--- src/rtl/mips_pkg.sv ---
// Shared MIPS instruction-format definitions: field bit positions, the NOP
// encoding and the instruction word type used by fetch and decode logic.
package mips_pkg;

  typedef logic [31:0] inst_t;

  localparam int OP_HI    = 31;
  localparam int OP_LO    = 26;
  localparam int RS_HI    = 25;
  localparam int RS_LO    = 21;
  localparam int RT_HI    = 20;
  localparam int RT_LO    = 16;
  localparam int RD_HI    = 15;
  localparam int RD_LO    = 11;
  localparam int SHAMT_HI = 10;
  localparam int SHAMT_LO = 6;
  localparam int FUNCT_HI = 5;
  localparam int FUNCT_LO = 0;
  localparam int IMM_HI   = 15;
  localparam int IMM_LO   = 0;
  localparam int JADDR_HI = 25;
  localparam int JADDR_LO = 0;

  // sll $0,$0,0 encodes as all zeros
  localparam inst_t NOP_INST = 32'h0000_0000;

endpackage

--- src/rtl/ir_fields.sv ---
// Purely combinational splitter of a 32-bit MIPS word into its R/I/J fields.
// Shared between the instruction queue head and the decode stage.
module ir_fields
  import mips_pkg::*;
(
  input  inst_t       i_inst,
  output logic [5:0]  o_opcode,
  output logic [4:0]  o_rs,
  output logic [4:0]  o_rt,
  output logic [4:0]  o_rd,
  output logic [4:0]  o_shamt,
  output logic [5:0]  o_funct,
  output logic [15:0] o_imm,
  output logic [25:0] o_jaddr
);

  assign o_opcode = i_inst[OP_HI:OP_LO];
  assign o_rs     = i_inst[RS_HI:RS_LO];
  assign o_rt     = i_inst[RT_HI:RT_LO];
  assign o_rd     = i_inst[RD_HI:RD_LO];
  assign o_shamt  = i_inst[SHAMT_HI:SHAMT_LO];
  assign o_funct  = i_inst[FUNCT_HI:FUNCT_LO];
  assign o_imm    = i_inst[IMM_HI:IMM_LO];
  assign o_jaddr  = i_inst[JADDR_HI:JADDR_LO];

endmodule

--- src/rtl/ir_queue.sv ---
// Show-ahead instruction queue between instruction memory and decode: buffers
// DEPTH PC-tagged instructions with valid/ready on both sides and a flush.
module ir_queue
  import mips_pkg::*;
#(
  parameter int WIDTH = 32,
  parameter int PC_W  = 32,
  parameter int DEPTH = 4
) (
  input  logic                       clk,
  input  logic                       rst,
  input  logic                       flush,
  input  logic                       in_valid,
  output logic                       in_ready,
  input  logic [WIDTH-1:0]           in_inst,
  input  logic [PC_W-1:0]            in_pc,
  output logic                       out_valid,
  input  logic                       out_ready,
  output logic [WIDTH-1:0]           out_inst,
  output logic [PC_W-1:0]            out_pc,
  output logic [5:0]                 out_opcode,
  output logic [4:0]                 out_rs,
  output logic [4:0]                 out_rt,
  output logic [4:0]                 out_rd,
  output logic [4:0]                 out_shamt,
  output logic [5:0]                 out_funct,
  output logic [15:0]                out_imm,
  output logic [25:0]                out_jaddr,
  output logic [$clog2(DEPTH+1)-1:0] count
);

  localparam int PW = $clog2(DEPTH);
  localparam int CW = $clog2(DEPTH + 1);

  logic [PW-1:0]    r_wr_ptr;
  logic [PW-1:0]    r_rd_ptr;
  logic [CW-1:0]    r_count;
  logic [WIDTH-1:0] r_mem_inst [DEPTH];
  logic [PC_W-1:0]  r_mem_pc   [DEPTH];

  logic [PW-1:0]    w_wr_ptr_nxt;
  logic [PW-1:0]    w_rd_ptr_nxt;
  logic [CW-1:0]    w_count_nxt;
  logic             w_full;
  logic             w_empty;
  logic             w_push;
  logic             w_pop;
  logic [WIDTH-1:0] w_head_inst;
  logic [PC_W-1:0]  w_head_pc;
  inst_t            w_field_inst;

  // Full/empty come from the registered count only, so in_ready never
  // depends combinationally on out_ready.
  assign w_full  = (r_count == CW'(DEPTH));
  assign w_empty = (r_count == '0);
  assign w_push  = in_valid && !w_full;
  assign w_pop   = !w_empty && out_ready;

  // NOTE: every signal written in always_comb gets a default first, so no
  // path through the block leaves it unassigned and no latch is inferred.
  always_comb begin
    w_wr_ptr_nxt = r_wr_ptr;
    w_rd_ptr_nxt = r_rd_ptr;
    w_count_nxt  = r_count;
    if (flush) begin
      w_wr_ptr_nxt = '0;
      w_rd_ptr_nxt = '0;
      w_count_nxt  = '0;
    end else begin
      if (w_push) w_wr_ptr_nxt = r_wr_ptr + 1'b1;
      if (w_pop)  w_rd_ptr_nxt = r_rd_ptr + 1'b1;
      case ({w_push, w_pop})
        2'b10:   w_count_nxt = r_count + 1'b1;
        2'b01:   w_count_nxt = r_count - 1'b1;
        default: w_count_nxt = r_count;
      endcase
    end
  end

  // NOTE: sequential state uses non-blocking assignments so every flop
  // samples pre-edge values regardless of statement or process order.
  always_ff @(posedge clk) begin
    if (rst) begin
      r_wr_ptr <= '0;
      r_rd_ptr <= '0;
      r_count  <= '0;
    end else begin
      r_wr_ptr <= w_wr_ptr_nxt;
      r_rd_ptr <= w_rd_ptr_nxt;
      r_count  <= w_count_nxt;
    end
  end

  // NOTE: storage has no reset; an entry is only visible once count covers
  // it, and leaving it out keeps the array mappable to plain RAM.
  always_ff @(posedge clk) begin
    if (w_push && !flush && !rst) begin
      r_mem_inst[r_wr_ptr] <= in_inst;
      r_mem_pc[r_wr_ptr]   <= in_pc;
    end
  end

  // Empty masking presents a NOP and zero PC so decode never sees stale data.
  assign w_head_inst = w_empty ? WIDTH'(NOP_INST) : r_mem_inst[r_rd_ptr];
  assign w_head_pc   = w_empty ? '0 : r_mem_pc[r_rd_ptr];

  generate
    if (WIDTH >= 32) begin : g_field_wide
      assign w_field_inst = w_head_inst[31:0];
    end else begin : g_field_narrow
      assign w_field_inst = inst_t'(w_head_inst);
    end
  endgenerate

  ir_fields u_fields (
    .i_inst   (w_field_inst),
    .o_opcode (out_opcode),
    .o_rs     (out_rs),
    .o_rt     (out_rt),
    .o_rd     (out_rd),
    .o_shamt  (out_shamt),
    .o_funct  (out_funct),
    .o_imm    (out_imm),
    .o_jaddr  (out_jaddr)
  );

  assign in_ready  = !w_full;
  assign out_valid = !w_empty;
  assign out_inst  = w_head_inst;
  assign out_pc    = w_head_pc;
  assign count     = r_count;

endmodule

--- config.mk ---
export PLATFORM = sky130hd
export DESIGN_NAME = ir_queue
export DESIGN_NICKNAME = d
export VERILOG_FILES = /design/src/rtl/mips_pkg.sv /design/src/rtl/ir_fields.sv /design/src/rtl/ir_queue.sv
export SDC_FILE = /design/constraint.sdc
export NUM_CORES = 1
export LEC_CHECK = 0
export ABC_AREA = 0
export ABC_CLOCK_PERIOD_IN_PS = 5050
export CAP_MARGIN = 25
export CORE_MARGIN = 1
export CORE_UTILIZATION = 29
export DETAILED_ROUTE_END_ITERATION = 16
export RECOVER_POWER = 25
export SLEW_MARGIN = 20
export SYNTH_ARGS = -nofsm -noshare
export SYNTH_HDL_FRONTEND = slang
export SYNTH_HIERARCHICAL = 1
export SYNTH_SLANG_ARGS = --single-unit
export TNS_END_PERCENT = 50
--- constraint.sdc ---
create_clock -name clk -period 5.05 [get_ports clk]
set_input_delay 1.01 -clock clk [delete_from_list [all_inputs] [get_ports clk]]
set_output_delay 1.01 -clock clk [all_outputs]
set_load 0.02 [all_outputs]
==> results of run 1 <==
## per-stage QoR
step / instance area (um^2) / std cells / utilization
4_1_cts: 13810 / 1177 / 0.3772
6_report: 13840 / 1181 / 0.3782
5_1_grt: 13840 / 1179 / 0.3780
3_5_place_dp: 12900 / 1125 / 0.3523
2_1_floorplan: 10780 / 533 / -
3_3_place_gp: 12800 / 1121 / 0.3495
## layer usage
layer / track usage / vias to the layer above / share of wire
li1: - / 2329 / -
met1: 0.1435 / 2638 / 0.43
met2: 0.1844 / 153 / 0.49
met3: 0.02568 / 35 / 0.053
met4: 0.03441 / 4 / 0.020
met5: 0 / - / 0.0015
## final cells by class
type / instances / area, um^2
diodes: 3 / 7.507
well taps: 468 / 585.6
repair buffers: 222 / 2300
multi-input cells: 164 / 2140
inverters: 7 / 26.28
flip-flops and latches: 265 / 7875
fillers: 3321 / 22770
clock inverters: 15 / 155.1
clock buffers: 37 / 755.7
## layout by cell type (no fill, tap or decap), drive strengths merged, types with 2 or more instances in the layout
cell and n:
o31ai 2, and2 65, a21oi 2, clkbuf 37, buf 11, bufinv 3, diode 3, ha 5
clkdlybuf4s50 168, inv 7, clkinvlp 4, dfxtp 9, clkinv 8, edfxtp 256, dlygate4sd3 43, mux4 64
or3 2, nand2 2, xor2 4, nor2 7, and3 4
## power breakdown
part           switching [mW]  leakage [nW]  internal, mW  total (mW)
Sequential            0.00963          2.39          2.43        2.44
Combinational           0.207          1.51         0.205       0.412
Clock                   0.825         0.432          1.20        2.03
## cell usage after synthesis (all sizes together)
| master | number | share of area |
|---|---|---|
| and3 | 4 | 0.0023 |
| inv | 7 | 0.0024 |
| xor2 | 4 | 0.0033 |
| or2 | 1 | 0.00058 |
| nand2 | 2 | 0.00070 |
| mux4 | 64 | 0.13 |
| ha | 5 | 0.0058 |
| or3 | 2 | 0.0013 |
| o31ai | 2 | 0.0019 |
| buf | 88 | 0.068 |
| and2 | 65 | 0.038 |
| or3b | 1 | 0.0010 |
| mux2i | 1 | 0.00093 |
| edfxtp | 256 | 0.71 |
| o21ai | 1 | 0.00046 |
| clkbuf | 9 | 0.0033 |
| nand4 | 1 | 0.00058 |
| a21oi | 2 | 0.00093 |
| o311ai | 1 | 0.00081 |
| dfxtp | 9 | 0.017 |
| nor2 | 7 | 0.0024 |
| fa | 1 | 0.0019 |
## flip-flops by register name, summed over array words and instances, names as in the netlist, named ones only
| name | flops |
|---|---|
| r_mem_pc | 128 |
| count | 3 |
| r_wr_ptr | 2 |
| r_rd_ptr | 2 |
| r_mem_inst | 128 |
## cell families (layout without fill, tap and decap cells)
group / Yosys count / after routing
flops: 265 / 265
buf+inv: 104 / 281
simple gates: 83 / 83
mux: 65 / 65
fa+ha+maj: 6 / 6
compound gates: 6 / 6
xor+xnor: 4 / 4
other cells: 0 / 3
## worst max-delay path by stage
stage / end / startpoint / depth (start not counted)
2_1_floorplan: r_mem_inst[0][0] / flush / 2
3_3_place_gp: out_jaddr[2] / count[0] / 4
3_5_place_dp: out_jaddr[2] / flop / 4
4_1_cts: out_jaddr[2] / flop / 4
5_1_grt: out_jaddr[2] / flop / 4
6_report: out_inst[29] / flop / 4
## worst reg2reg max path, stage by stage (launching register included)
cell and delay [ns]:
dfxtp_1 0.42, or3b_4 0.44, and2_4 0.21, inv_1 0.06, ha_1 0.17, inv_1 0.06, fa_1 0.37, xor2_1 0.16
or3_2 0.40, a21oi_1 0.15
==> qor.tcl, run 1 <==
set qor(outcome) {completed}
set qor(grt_pass1_vias) 5377
set qor(grt_start_max_net_pins) 65
set qor(grt_pass1_wl_um) 31880
set qor(slowest_delay_ns) 0.70
set qor(detail_route.wirelength_um) 20880
set qor(layout_min_cycle_time_ns) 3.974
set qor(cp_slowest_cell) {dfxtp_4}
set qor(synth_top_family_by_area) {multiplexers}
set qor(synth_compound_area_frac) 0.004064
set qor(timing.critical_path.buf_inv) 2
set qor(pin_count) 212
set qor(hold_depth) 2
set qor(grt_remaining_overflow) 0
set qor(static-leakage-power_nw) 4.328
set qor(mean_number_of_vias_per_cell) 4.368
set qor(maximum_fanout_along_the_worst_path) 24
set qor(cts_clk_pin_slew_worst_paths_ns) 0.06
set qor(timing.final.max_slew_violations) 0
set qor(wire_per_inst_um) 17.68
set qor(layout.nets) 764
set qor(finalHoldViolations) 0
set qor(critical_path.top_delay_family) {buffers and inverters}
set qor(setup_repair_after_global_routing_missed_its_margin) {no}
set qor(min_to) {r_wr_ptr[0]}
set qor(rr_endpoint) {count[2]}
set qor(gpl.final_weighted_congestion) 0.6656
set qor(rr_startpoint) {count[2]}
set qor(max-clock-path-buffers) 3
set qor(worst_ir_drop_vdd_uv) 210.9
set qor(synth.net_count) 608
set qor(worst_clock_skew_ns) 0.006432
set qor(floorplan.core_area_mm2) 0.03661
set qor(cts_sinks) 265
set qor(period_share) 0.7870
set qor(fin_tns_setup_ns) 0
set qor(post-layout-total-power_mw) 4.886
set qor(post_cts.resized_instances) 0
set qor(detailedPlacementHpwl_um) 12320
set qor(postSynthCellCount) 533
set qor(layout_setup_ws_ns) 1.076
set qor(yosys.area_share.simple) 0.04691
set qor(dpl_worst_slack_ns) 1.564
set qor(cts_post_setup_buffers_inserted) 0
set qor(rows) 70
set qor(clock_latency_ns) 0.54
set qor(chip_width_um) 194.8
set qor(post_synth_num_cell_types) 29
set qor(synth.avg_cell_area_um2) 20.22
set qor(dr_total_vias) 5159
set qor(synth_mux_area_frac) 0.1347
set qor(synth-adder-area-share) 0.007664
set qor(antenna_violations_before_repair) 5
set qor(setup_viol) 0
set qor(worst_pin_slew_ns) 0.9342
set qor(post_synthesis_to_final_layout_area_growth_pct) 28.48
set qor(count_of_hold_fix_buffers_inserted_at_cts) 0
set qor(total_number_of_yosys_warnings) 6
set qor(drt_iter0_drc) 206
set qor(worst_hold_startpoint) {r_wr_ptr[0]}
set qor(port_buffers) 211
set qor(worst_ep_arrival_time_ns) 2.96
set qor(reg2reg_setup_slack_ns) 2.56
set qor(drt_first_pass_iters) 4
set qor(fin_worst_hold_slack_ns) 0.5100
set qor(h-tree-depth) 1
set qor(routed_antenna_nets) 0
set qor(worstRegToRegCells) 9
set qor(endpoint_class_of_the_critical_path) {output pin}
set qor(path_cells) {buf_4 > mux4_2 > and2_1 > clkdlybuf4s50_1}
set qor(initial_core_util) 0.2943
set qor(synth-xor-area-share) 0.003251
set qor(die-area_mm2) 0.03793
set qor(track_usage) 0.1108
set qor(worst_ep_required_ns) 4.04
set qor(syn-cell-area_mm2) 0.01078
set qor(cts_tree) {yes}
set qor(path_class) {reg -> out}
set qor(vertical_die_dimension_um) 194.8
set qor(ys_seq_elements) 265
set qor(crit_path_launch_type) {flop}
set qor(slew_headroom) 0.3772
set qor(clock.fmax_mhz) 251.6
set qor(cts_buffers) 29
set qor(clockRootBuffer) {clkbuf_16}
set qor(drive_gt1_frac) 0.1789
set qor(power_per_cell_area_mw_per_mm2) 352.9
set qor(drv.max_cap_violation_count) 0
set qor(timing.hold.worst.class) {reg -> reg}
set qor(synth_sequential_area_ratio) 0.7301
set qor(detail_route.drc_violations) 0
Note: power is estimated with default switching activity, not from simulation.
==> inputs of run 2 (changes only) <==
ABC_CLOCK_PERIOD_IN_PS = 3700   (was 5050)
clock period = 3.7 ns   (was 5.05 ns; I/O delays follow)
==> run 2 against run 1 <==
Register-to-register slack got worse by 1.4 ns. Die area unchanged. Flip-flop and latch count unchanged. Worst hold slack got worse by 0.0076 ns. Largest power group unchanged. First-iteration DRC count increased by 31%. Final cell count decreased by 0.17%. Sequential share of layout area increased by 0.36 points.
==> qor.tcl, run 2 (synthesis results as in run 1) <==
set qor(detailedPlacementHpwl_um) 13180 ;# +7.0%
set qor(clock_latency_ns) 0.55 ;# about the same
set qor(post_synthesis_to_final_layout_area_growth_pct) 27.68
set qor(mean_number_of_vias_per_cell) 4.335 ;# -0.76%
set qor(drive_gt1_frac) 0.1791 ;# +0.0002523
set qor(drt_iter0_drc) 270 ;# +31%
set qor(grt_remaining_overflow) 0 ;# unchanged
set qor(layout.nets) 767 ;# +0.39%
set qor(detail_route.drc_violations) 0 ;# unchanged
set qor(power_per_cell_area_mw_per_mm2) 467.2 ;# +32%
set qor(path_class) {reg -> out}
set qor(die-area_mm2) 0.03793 ;# unchanged
set qor(dr_total_vias) 5111 ;# -0.93%
set qor(port_buffers) 211 ;# unchanged
set qor(worst_ir_drop_vdd_uv) 342.0 ;# +62%
set qor(cts_sinks) 265 ;# unchanged
set qor(reg2reg_setup_slack_ns) 1.16 ;# -1.40 ns
set qor(fin_tns_setup_ns) 0 ;# unchanged
set qor(setup_repair_after_global_routing_missed_its_margin) {no}
set qor(drt_first_pass_iters) 6 ;# +2
set qor(pin_count) 212 ;# unchanged
set qor(routed_antenna_nets) 0 ;# unchanged
set qor(endpoint_class_of_the_critical_path) {output pin}
set qor(gpl.final_weighted_congestion) 0.6602 ;# -0.81%
set qor(min_to) {r_wr_ptr[0]}
set qor(rr_startpoint) {count[2]}
set qor(grt_pass1_wl_um) 32910 ;# +3.2%
set qor(worst_ep_required_ns) 2.96 ;# -1.08 ns
set qor(timing.hold.worst.class) {reg -> reg}
set qor(antenna_violations_before_repair) 5 ;# unchanged
set qor(fin_worst_hold_slack_ns) 0.5024 ;# -0.007576 ns
set qor(postPlaceCellArea_mm2) 0.01293 ;# +0.25%
set qor(layout_min_cycle_time_ns) 3.311
set qor(layout_commonest_cell) {edfxtp_1}
set qor(clockRootBuffer) {clkbuf_16}
set qor(cts_post_setup_buffers_inserted) 0 ;# unchanged
set qor(slew_headroom) 0.7261 ;# +0.3489
set qor(layout_setup_ws_ns) 0.3895 ;# -0.6862 ns
set qor(outcome) {completed}
set qor(setup_viol) 0 ;# unchanged
set qor(post_cts.resized_instances) 0 ;# unchanged
set qor(cts_clk_pin_slew_worst_paths_ns) 0.06 ;# about the same
set qor(rows) 70 ;# unchanged
set qor(static-leakage-power_nw) 4.301 ;# -0.63%
set qor(chip_width_um) 194.8 ;# unchanged
set qor(worst_pin_slew_ns) 0.4093 ;# -0.5248 ns
set qor(rr_endpoint) {count[2]}
set qor(crit_path_launch_type) {flop}
set qor(track_usage) 0.1128 ;# +0.001977
set qor(floorplan.core_area_mm2) 0.03661 ;# unchanged
set qor(finalInstanceArea_mm2) 0.01376 ;# -0.62%
set qor(worst_hold_startpoint) {r_wr_ptr[0]}
set qor(count_of_hold_fix_buffers_inserted_at_cts) 0 ;# unchanged
set qor(worst_ep_arrival_time_ns) 2.57 ;# -0.39 ns
set qor(layout_common_cells) {256 x edfxtp_1, 169 x clkdlybuf4s50_1, 64 x mux4_2, 64 x and2_1, 42 x dlygate4sd3_1}
set qor(grt_pass1_vias) 5498 ;# +2.3%
set qor(h-tree-depth) 1 ;# unchanged
set qor(finalHoldViolations) 0 ;# unchanged
set qor(dpl_worst_slack_ns) 0.9159 ;# -0.6478 ns
set qor(detail_route.wirelength_um) 21430 ;# +2.6%
set qor(vertical_die_dimension_um) 194.8 ;# unchanged
set qor(cts_tree) {yes}
set qor(nFillCells) 3365 ;# +1.3%
set qor(initial_core_util) 0.2943 ;# unchanged
set qor(timing.final.max_slew_violations) 0 ;# unchanged
set qor(final_util) 0.3758 ;# -0.002358
set qor(max-clock-path-buffers) 3 ;# unchanged
set qor(hold_depth) 2 ;# unchanged
set qor(worst_clock_skew_ns) 0.02654 ;# +0.02011 ns
set qor(grt_start_max_net_pins) 39 ;# -40%
set qor(period_share) 0.8947
set qor(drv.max_cap_violation_count) 0 ;# unchanged
set qor(wire_per_inst_um) 18.17 ;# +2.8%
set qor(clock.fmax_mhz) 302.1
set qor(maximum_fanout_along_the_worst_path) 37 ;# +54%
set qor(worstRegToRegCells) 9 ;# unchanged
set qor(cts_buffers) 29 ;# unchanged
==> run 2: changes by cell type in the layout (fill, tap and decap cells not counted), sizes merged <==
cell | previous run | this run
clkinv | 8 | 9
bufinv | 3 | 0
dlygate4sd3 | 43 | 42
diode | 3 | 2
clkbuf | 37 | 35
inv | 7 | 9
clkinvlp | 4 | 2
buf | 11 | 14
clkdlybuf4s50 | 168 | 169
==> run 2: per-stage QoR <==
step                instances  total power, mW
detailed placement       1129            3.976
global placement         1129            3.969
floorplan                 533            3.722
CTS                      1177            6.526
global route             1177            6.647
finish                   1179            6.428
==> run 2: routing by layer <==
layer,GRT usage,vias up,wire length [um]
li1,-,2323,-
met1,0.1395,2578,8962
met2,0.1966,166,10710
met3,0.02985,38,1268
met4,0.02596,6,450
met5,0,-,34
==> run 2: how the worst max path moves through the flow <==
stage | from | slack, ns | depth (start not counted) | to
3_5_place_dp | count[1] | 0.92 | 4 | out_inst[10]
6_report | flop | 0.39 | 4 | out_imm[0]
2_1_floorplan | flush | 0.68 | 2 | r_mem_inst[0][0]
3_3_place_gp | in_valid | 0.93 | 9 | count[2]
5_1_grt | flop | 0.25 | 4 | out_imm[0]
4_1_cts | count[1] | 0.30 | 4 | out_inst[10]
==> run 2: power by group <==
| group | switching [mW] | internal [mW] |
|---|---|---|
| logic | 0.284 | 0.278 |
| registers | 0.00997 | 3.32 |
| clock network | 1.11 | 1.42 |
==> run 2: worst max-delay path: stages (launching register included) <==
cell and delay, ns:
dfxtp_4 0.37, buf_12 0.29, mux4_2 0.57, and2_1 0.20, clkdlybuf4s50_1 0.54
==> run 2: final cells by class <==
class	count	area, um^2	share of cell area
clock buffer	35	748.2	0.05438
multi-input combinational	164	2140	0.1555
clock inverter	13	73.82	0.005366
timing repair buffer	225	2305	0.1675
antenna	2	5.005	0.0003638
inverter	7	26.28	0.001910
sequential	265	7875	0.5724
tap	468	585.6	0.04256
